## src/rtl/csa_drain_pkg.sv

```systemverilog
// Shared types and width helpers for the carry-save drain accumulator.
package csa_drain_pkg;

    localparam int unsigned AccWidthDef = 32;

    // Width of each carry-save word produced by the upstream winograd core.
    function automatic int unsigned calc_in_width(input int unsigned in_size_1);
        return ((in_size_1 + 1) * 2) + 6;
    endfunction

    typedef enum logic [0:0] {
        StIdle,
        StAccum
    } state_e;

    typedef struct packed {
        logic                   ovf;
        logic [AccWidthDef-1:0] data;
    } fifo_entry_t;

endpackage

```

## src/rtl/sync_fifo.sv

```systemverilog
// Register-based first-word-fall-through FIFO; head output holds the last popped word when empty.
module sync_fifo #(
    parameter int unsigned WIDTH = 33,
    parameter int unsigned DEPTH = 4,
    localparam int unsigned PtrW = $clog2(DEPTH)
) (
    input  logic             clk_i,
    input  logic             rst_i,
    input  logic             push_i,
    input  logic [WIDTH-1:0] data_i,
    input  logic             pop_i,
    output logic [WIDTH-1:0] data_o,
    output logic             valid_o,
    output logic [PtrW:0]    count_o
);

    logic [WIDTH-1:0] mem_q [DEPTH];
    logic [WIDTH-1:0] hold_q;
    logic [PtrW-1:0]  wr_ptr_q, rd_ptr_q;
    logic [PtrW:0]    count_q;
    logic             do_push, do_pop;

    assign do_pop  = pop_i && (count_q != '0);
    assign do_push = push_i && ((count_q != (PtrW+1)'(DEPTH)) || do_pop);

    always_ff @(posedge clk_i) begin
        if (rst_i) begin
            for (int i = 0; i < int'(DEPTH); i++) begin
                mem_q[i] <= '0;
            end
            hold_q   <= '0;
            wr_ptr_q <= '0;
            rd_ptr_q <= '0;
            count_q  <= '0;
        end else begin
            if (do_push) begin
                mem_q[wr_ptr_q] <= data_i;
                wr_ptr_q        <= wr_ptr_q + 1'b1;
            end
            if (do_pop) begin
                hold_q   <= mem_q[rd_ptr_q];
                rd_ptr_q <= rd_ptr_q + 1'b1;
            end
            if (do_push && !do_pop) begin
                count_q <= count_q + 1'b1;
            end else if (do_pop && !do_push) begin
                count_q <= count_q - 1'b1;
            end
        end
    end

    assign valid_o = (count_q != '0);
    assign data_o  = valid_o ? mem_q[rd_ptr_q] : hold_q;
    assign count_o = count_q;

endmodule

```

## src/rtl/csa_drain_acc.sv

```systemverilog
// Resolves carry-save pairs, accumulates a configurable number of tiles per group,
// and queues each group result with its overflow flag.
module csa_drain_acc
    import csa_drain_pkg::*;
#(
    parameter int unsigned IN_SIZE_1  = 8,
    parameter int unsigned IN_WIDTH   = calc_in_width(IN_SIZE_1),
    parameter int unsigned ACC_WIDTH  = AccWidthDef,
    parameter int unsigned FIFO_DEPTH = 4,
    parameter int unsigned LEN_WIDTH  = 8
) (
    input  logic                 clk_i,
    input  logic                 rst_i,
    input  logic [LEN_WIDTH-1:0] cfg_len_i,
    input  logic                 in_valid_i,
    output logic                 in_ready_o,
    input  logic [IN_WIDTH-1:0]  in_sum_i,
    input  logic [IN_WIDTH-1:0]  in_carry_i,
    output logic                 out_valid_o,
    input  logic                 out_ready_i,
    output logic [ACC_WIDTH-1:0] out_data_o,
    output logic                 out_ovf_o,
    output logic                 busy_o
);

    localparam int unsigned CntW = $clog2(FIFO_DEPTH) + 1;

    state_e               state_q;
    logic [LEN_WIDTH-1:0] len_q, cnt_q;
    logic                 s1_valid_q, s1_last_q;
    logic [ACC_WIDTH-1:0] s1_val_q, acc_q;
    logic                 ovf_q;

    logic                 accept, beat_last, push;
    logic [IN_WIDTH-1:0]  resolved;
    logic [LEN_WIDTH-1:0] eff_len, cnt_inc;
    logic [ACC_WIDTH:0]   sum_ext;
    logic [CntW-1:0]      fifo_count;
    logic [ACC_WIDTH:0]   fifo_din, fifo_dout;

    assign resolved = in_sum_i + in_carry_i;
    assign eff_len  = (cfg_len_i == '0) ? LEN_WIDTH'(1) : cfg_len_i;
    assign cnt_inc  = cnt_q + 1'b1;
    assign beat_last = (state_q == StIdle) ? (eff_len == LEN_WIDTH'(1)) : (cnt_inc == len_q);

    // A beat sitting in stage 1 reserves a FIFO slot, so a push can never find the FIFO full.
    assign in_ready_o = ((CntW+1)'(fifo_count) + (CntW+1)'(s1_valid_q)) < (CntW+1)'(FIFO_DEPTH);
    assign accept     = in_valid_i && in_ready_o;
    assign busy_o     = (state_q == StAccum) || s1_valid_q;

    assign sum_ext  = {1'b0, acc_q} + {1'b0, s1_val_q};
    assign push     = s1_valid_q && s1_last_q;
    assign fifo_din = {ovf_q | sum_ext[ACC_WIDTH], sum_ext[ACC_WIDTH-1:0]};

    always_ff @(posedge clk_i) begin
        if (rst_i) begin
            state_q    <= StIdle;
            len_q      <= '0;
            cnt_q      <= '0;
            s1_valid_q <= 1'b0;
            s1_last_q  <= 1'b0;
            s1_val_q   <= '0;
            acc_q      <= '0;
            ovf_q      <= 1'b0;
        end else begin
            s1_valid_q <= accept;
            if (accept) begin
                s1_val_q  <= ACC_WIDTH'(resolved);
                s1_last_q <= beat_last;
                unique case (state_q)
                    StIdle: begin
                        len_q   <= eff_len;
                        cnt_q   <= LEN_WIDTH'(1);
                        state_q <= beat_last ? StIdle : StAccum;
                    end
                    StAccum: begin
                        cnt_q <= cnt_inc;
                        if (beat_last) begin
                            state_q <= StIdle;
                        end
                    end
                    default: state_q <= StIdle;
                endcase
            end
            if (s1_valid_q) begin
                if (s1_last_q) begin
                    acc_q <= '0;
                    ovf_q <= 1'b0;
                end else begin
                    acc_q <= sum_ext[ACC_WIDTH-1:0];
                    ovf_q <= ovf_q | sum_ext[ACC_WIDTH];
                end
            end
        end
    end

    sync_fifo #(
        .WIDTH(ACC_WIDTH + 1),
        .DEPTH(FIFO_DEPTH)
    ) u_out_fifo (
        .clk_i  (clk_i),
        .rst_i  (rst_i),
        .push_i (push),
        .data_i (fifo_din),
        .pop_i  (out_ready_i),
        .data_o (fifo_dout),
        .valid_o(out_valid_o),
        .count_o(fifo_count)
    );

    assign out_data_o = fifo_dout[ACC_WIDTH-1:0];
    assign out_ovf_o  = fifo_dout[ACC_WIDTH];

endmodule

```

## config.mk

```make
export PLATFORM = sky130hd
export DESIGN_NAME = csa_drain_acc
export DESIGN_NICKNAME = d
export VERILOG_FILES = /design/src/rtl/csa_drain_pkg.sv /design/src/rtl/sync_fifo.sv /design/src/rtl/csa_drain_acc.sv
export SDC_FILE = /design/constraint.sdc
export NUM_CORES = 1
export LEC_CHECK = 0
export BUFFER_PORTS_ARGS = -buffer_cell sky130_fd_sc_hd__buf_2
export CAP_MARGIN = 40
export CORE_MARGIN = 1
export CORE_UTILIZATION = 35
export DETAILED_ROUTE_END_ITERATION = 8
export GPL_TIMING_DRIVEN = 0
export PLACE_DENSITY = 0.59
export SLEW_MARGIN = 0
export SYNTH_ARGS = -nofsm -noshare
export SYNTH_HDL_FRONTEND = slang
export SYNTH_HIERARCHICAL = 1
export SYNTH_SLANG_ARGS = --single-unit
```

## constraint.sdc

```tcl
create_clock -name clk_i -period 4.15 [get_ports clk_i]
set_input_delay 0.415 -clock clk_i [delete_from_list [all_inputs] [get_ports clk_i]]
set_output_delay 0.415 -clock clk_i [all_outputs]
set_load 0.03 [all_outputs]
```

==> metrics, run 1 <==
RSZ-0062 raised after global routing=no; library cell with the largest summed area after synthesis=edfxtp_1; ANT nets after route=0; syn avg cell area=between 10 and 15 µm²; drt initial violations=~460; number of levels in the clock H-tree=1; Power Total=about 0.0082 W; MaxCap Viol Count=0; crit-path max FO=10; share of final-layout standard cells stronger than drive strength 1=21.00%; DP Wirelength=22600 µm; Clock Path Buffers=3; CP startpoint kind=flip-flop; number of search-and-repair iterations in the first detailed-routing pass=5; result of the run=finished, final reports clean; final core utilization=41.79%; final setup violation count=0; average vias per placed instance=5.154; share of the yosys chip area belonging to registers=about half; die width=195.6 µm; post-synthesis cell area=13120 µm²; Critical Path End Type=flip-flop; Worst Max-Slew Pin Slew=0.9000 ns; number of primary I/O pins=96; DRC=0; average routed wire per standard cell=17.49 µm; path type of the worst min-delay path=primary input to flip-flop; Async S/R FF share, synth=0%; post-CTS resize count=0; vias=around 9000; Reg2Reg Depth=6; number of nets at the end of the flow=1414; area added between synthesis and finish=17.15%; largest vdd supply drop=roughly 0.31 mV; ratio of final minimum period to clock period=78.81%; full die area=about 38000 µm²; relative slew slack=39.87%; total of fill cells in the finished design=approximately 3500; instance count after placement with tap cells included=1740; number of antenna violations at the first check in global routing=1; Core Area=about 37000 µm²; largest clock skew in the final design=approximately 0.024 ns; flip-flop and latch count after synthesis=250; post-synth top area share=30.21%; final count of hold timing violations=0; number of slew-limit violations in the final report=0; gate count after technology mapping=1174; root buffer cell=clkbuf_16; yosys synthesis warning count=6; clock transition at the registers of the reported paths=0.06 ns; highest attainable clock frequency=305.8 MHz; global-route congestion overflow total=0; total clock sinks=250; commonest non-fill, non-tap cells in the layout=134 x and2_1, 132 x edfxtp_1, 118 x dfxtp_1; CTS tree=done; leading cell type in the layout, fill and taps excluded=and2_1; Die Y=195.6 µm; Total Routing Usage GR=16.60%; RD Place Congestion=0.8698; initial core utilization=35.67%; setup TNS=0 ns; vias in the first global route=about 9300; number of enable flip-flop cells after synthesis=approximately 130; data required time at the worst endpoint=4.58 ns; total inserted antenna cells=0; Setup Buffers After CTS=0; total detailed-routing wirelength=between 30000 and 40000 µm; nets in the synthesized netlist=approximately 1300; Worst Path Class, Setup=flip-flop to flip-flop; largest net degree at the start of global routing=22; CP arrival=3.70 ns; count of standard-cell rows=70; leading post-synthesis cells by cell area=edfxtp_1 30%, dfxtp_1 18%, and2_1 6.4%, mux4_2 5.7%, ha_1 4.7%; Post-synth top flop=edfxtp_1; leakage power=6.221 nW; quantity of I/O buffers inserted on ports=94; insertion delay of the later-clocked pin in the worst-skew pair=0.56 ns; number of clock buffers inserted by TritonCTS=28; min cycle time layout=3.271 ns; pwr/cell area=530.4 nW/µm²; post-synth cell types=roughly 80; number of instances on the worst hold path=3; CTS Hold Bufs=0; global-route wire length before repair=50680 µm; Layout Cells excl Fill=between 1500 and 2000
==> path summary, 6_finish.rpt <==
kind	from	end	slack, ns
max reg2reg	s1_valid_q	u_out_fifo/mem_q[3][17]	0.88
min	cfg_len_i[5]	len_q[5]	0.11
max	s1_valid_q	u_out_fifo/mem_q[3][17]	0.88
min reg2reg	s1_val_q[5]	s1_val_q[5]	0.46
==> stage by stage <==
| step | hold WS, ns | setup slack (ns) | instance area (µm²) |
|---|---|---|---|
| after floorplan | 0.4362 | 0.9090 | 13120 |
| after global placement | 0.4513 | -1.009 | 14180 |
| after detailed placement | 0.4517 | 0.8765 | 14290 |
| after CTS | 0.09528 | 0.8590 | 15370 |
| after global routing | 0.09950 | 0.6292 | 15370 |
| final | 0.1147 | 0.8794 | 15370 |
==> metal layers <==
metal	part of all wire, %	global-route usage [%]
met2	45	26.61
met5	0	0
met4	1.9	4.112
met3	4.0	1.831
met1	49	23.83
==> power by group <==
group          internal, W  switching, W  leakage [nW]
clock              0.00175       0.00105         0.519
sequential         0.00281      0.000142          2.32
combinational     0.000905       0.00149          3.38
==> sequential cells by signal (all words and copies together), names as in the netlist, named ones only <==
name,flops
u_out_fifo/mem_q,132
u_out_fifo/hold_q,33
acc_q,32
s1_val_q,24
cnt_q,8
len_q,8
u_out_fifo/count_o,3
u_out_fifo/rd_ptr_q,2
u_out_fifo/wr_ptr_q,2
ovf_q,1
s1_last_q,1
s1_valid_q,1
state_q,1
==> area by class of cell <==
type / instances / area, µm² / share of cell area, %
multi-input cells: 850 / 6434 / 41.85
flip-flops and latches: 250 / 6326 / 41.15
clock buffers: 34 / 794.5 / 5.168
well taps: 468 / 585.6 / 3.809
repair buffers: 98 / 573.1 / 3.728
plain buffers: 64 / 335.3 / 2.181
clock inverters: 18 / 286.5 / 1.864
inverters: 10 / 37.54 / 0.2442
==> synth_stat cells (all sizes together) (22+ instances only) <==
cell and count:
o21ai 24, nand2 76, nand3 26, nor2b 26, buf 22, a21oi 81, a21o 22, dfxtp 118
a22o 34, xor2 28, mux4 33, edfxtp 132, mux2 33, clkbuf 42, ha 49, and2 139
xnor2 33, nor2 60
==> critical path, cell delays in order (launching register included) <==
cell and delay, ns:
dfxtp_1 0.44, clkbuf_1 0.42, clkbuf_1 0.47, and2_1 0.38
nor3b_1 0.78, clkbuf_1 0.46, and2_1 0.19
==> kinds of logic after synthesis <==
family          Yosys count  synth area share [%]
compound gates          251                 13.51
xor+xnor                 61                 4.072
fa+ha+maj                52                 5.130
buf+inv                  74                 2.842
flops                   250                 48.21
mux                      69                 8.725
simple gates            417                 17.51
Note: power is estimated with default switching activity, not from simulation.
==> run 2: changes to the inputs <==
--- a/config.mk
+++ b/config.mk
@@ -11,7 +11,7 @@
 export CORE_UTILIZATION = 35
 export DETAILED_ROUTE_END_ITERATION = 8
 export GPL_TIMING_DRIVEN = 0
-export PLACE_DENSITY = 0.59
+export PLACE_DENSITY = 0.61
 export SLEW_MARGIN = 0
 export SYNTH_ARGS = -nofsm -noshare
 export SYNTH_HDL_FRONTEND = slang
==> constraint.sdc (replaced) <==
create_clock -name clk_i -period 2.7 [get_ports clk_i]
set_input_delay 0.27 -clock clk_i [delete_from_list [all_inputs] [get_ports clk_i]]
set_output_delay 0.27 -clock clk_i [all_outputs]
set_load 0.03 [all_outputs]
==> metrics, run 2 (synthesis gave the netlist of run 1 again) <==
fin worst setup slack=-0.02361 ns; total detailed-routing wirelength=31630 µm; Total Routing Usage GR=roughly 17%; die width=just under 200 µm; CP arrival=3.03 ns; share of final-layout standard cells stronger than drive strength 1=25.98%; count of standard-cell rows=70; biggest regs=u_out_fifo/mem_q (132), u_out_fifo/hold_q (33), acc_q (32); full die area=around 38000 µm²; commonest non-fill, non-tap cells in the layout=132 x edfxtp_1, 128 x and2_1, 108 x dfxtp_1; result of the run=finished, violations left; number of search-and-repair iterations in the first detailed-routing pass=5; Layout Cells excl Fill=roughly 1800; Reg2Reg Depth=11; total inserted antenna cells=0; Worst Path Class, Setup=flip-flop to flip-flop; setup TNS=-0.1677 ns; number of clock buffers inserted by TritonCTS=27; area added between synthesis and finish=21.28%; highest attainable clock frequency=around 370 MHz; vias in the first global route=9366; CP startpoint kind=flip-flop; violations in the final reports=setup timing; ratio of final minimum period to clock period=100.9%; number of nets at the end of the flow=1438; number of primary I/O pins=96; worst r2r dst=u_out_fifo/mem_q[2][26]; RSZ-0062 raised after global routing=yes; DRC=0; path type of the worst min-delay path=primary input to flip-flop; average vias per placed instance=5.173; leakage power=roughly 6.4 nW; number of instances on the worst hold path=4; number of levels in the clock H-tree=1; RD Place Congestion=0.8617; Die Y=about 200 µm; largest net degree at the start of global routing=27; CTS tree=done; largest vdd supply drop=~0.48 mV; quantity of I/O buffers inserted on ports=94; initial core utilization=35.67%; data required time at the worst endpoint=between 3 and 4 ns; Worst Max-Slew Pin Slew=roughly 0.78 ns; number of antenna violations at the first check in global routing=0; Hold Startpoint=in_carry_i[0]; number of slew-limit violations in the final report=0; worst-case hold path end point=s1_val_q[0]; Core Area=36790 µm²; MaxCap Viol Count=0; insertion delay of the later-clocked pin in the worst-skew pair=0.55 ns; average routed wire per standard cell=approximately 17 µm; instance count after placement with tap cells included=between 1500 and 2000; Clock Path Buffers=3; DP Wirelength=between 20000 and 25000 µm; final setup violation count=8; min cycle time layout=2.724 ns; ANT nets after route=0; vias=9389; global-route congestion overflow total=0; largest clock skew in the final design=0.01391 ns; flip-flop count of the largest register, all copies and words added=132; Critical Path End Type=flip-flop; Worst R2R Setup Slack=-0.02 ns; crit-path max FO=4; pwr/cell area=774.9 nW/µm²; leading cell type in the layout, fill and taps excluded=edfxtp_1; clock transition at the registers of the reported paths=0.06 ns; final count of hold timing violations=0; launching point of the worst reg2reg path=s1_val_q[0]; total of fill cells in the finished design=3451; drt initial violations=443; total clock sinks=250; root buffer cell=clkbuf_16; relative slew slack=between 40% and 50%; global-route wire length before repair=around 51000 µm; Biggest register=u_out_fifo/mem_q
[run 2: layout make-up]
type	instances	area, µm²	area share [%]
plain buffers	64	389.1	2.445
clock buffers	33	718.2	4.513
clock inverters	17	232.7	1.462
inverters	10	37.54	0.2359
multi-input cells	850	6837	42.96
flip-flops and latches	250	6341	39.85
well taps	468	585.6	3.680
repair buffers	123	773.2	4.859
[run 2: worst max-delay path, cell delays in order (launching register included)]
cell and delay, ns:
dfxtp_2 0.34, ha_4 0.17, fa_2 0.34, a21oi_2 0.15
nor2_1 0.06, or4b_4 0.54, nand3_4 0.10, a21o_4 0.14
a31oi_4 0.09, and3_4 0.23, xor2_4 0.17, and2_1 0.16
[run 2: how the worst max path moves through the flow]
stage | from | end | slack [ns]
2_1_floorplan | acc_q[0] | u_out_fifo/mem_q[0][32] | 0.0002
3_3_place_gp | s1_valid_q | u_out_fifo/mem_q[1][14] | -1.23
3_5_place_dp | s1_valid_q | u_out_fifo/count_o[2] | -0.56
4_1_cts | s1_val_q[0] | u_out_fifo/mem_q[2][26] | -0.004
5_1_grt | s1_val_q[1] | u_out_fifo/mem_q[1][31] | -0.11
6_report | s1_val_q[0] | u_out_fifo/mem_q[2][26] | -0.02
[run 2: where the power goes]
group	switching, W	total, W	internal, W
Combinational	0.00231	0.00381	0.00150
Clock	0.00157	0.00395	0.00238
Sequential	0.000243	0.00458	0.00433
Total	0.00412	0.0123	0.00822
[run 2: repair_timing]
item,in CTS,in global routing
setup endpoints to repair,255,83
endpoints found under the hold margin,8,0
pin swaps,18,8
setup buffers,12,5
hold buffers,8,0
gates resized for setup,55,36
[run 2: layer usage]
metal  vias to the layer above  GRT usage [%]  share of wire [%]
met5                         -              0                  0
met3                        38          1.796                4.0
met1                      4531          23.34                 48
met4                         0          3.850                1.8
li1                       4623              -                  -
met2                       197          27.30                 46
[run 2: per-stage QoR]
stage / total power (W) / cell area, µm² / hold slack [ns] / utilization (%) / setup slack [ns]
3_5_place_dp: 0.008311 / 14330 / 0.4504 / 38.94 / -0.5593
5_1_grt: 0.01292 / 15910 / 0.1520 / 43.26 / -0.1069
2_1_floorplan: 0.007263 / 13170 / 0.4060 / - / 0.0001659
4_1_cts: 0.01239 / 15740 / 0.1198 / 42.78 / -0.004348
6_report: 0.01233 / 15910 / 0.1297 / 43.26 / -0.02361
3_3_place_gp: 0.008253 / 14230 / 0.4518 / 38.68 / -1.232
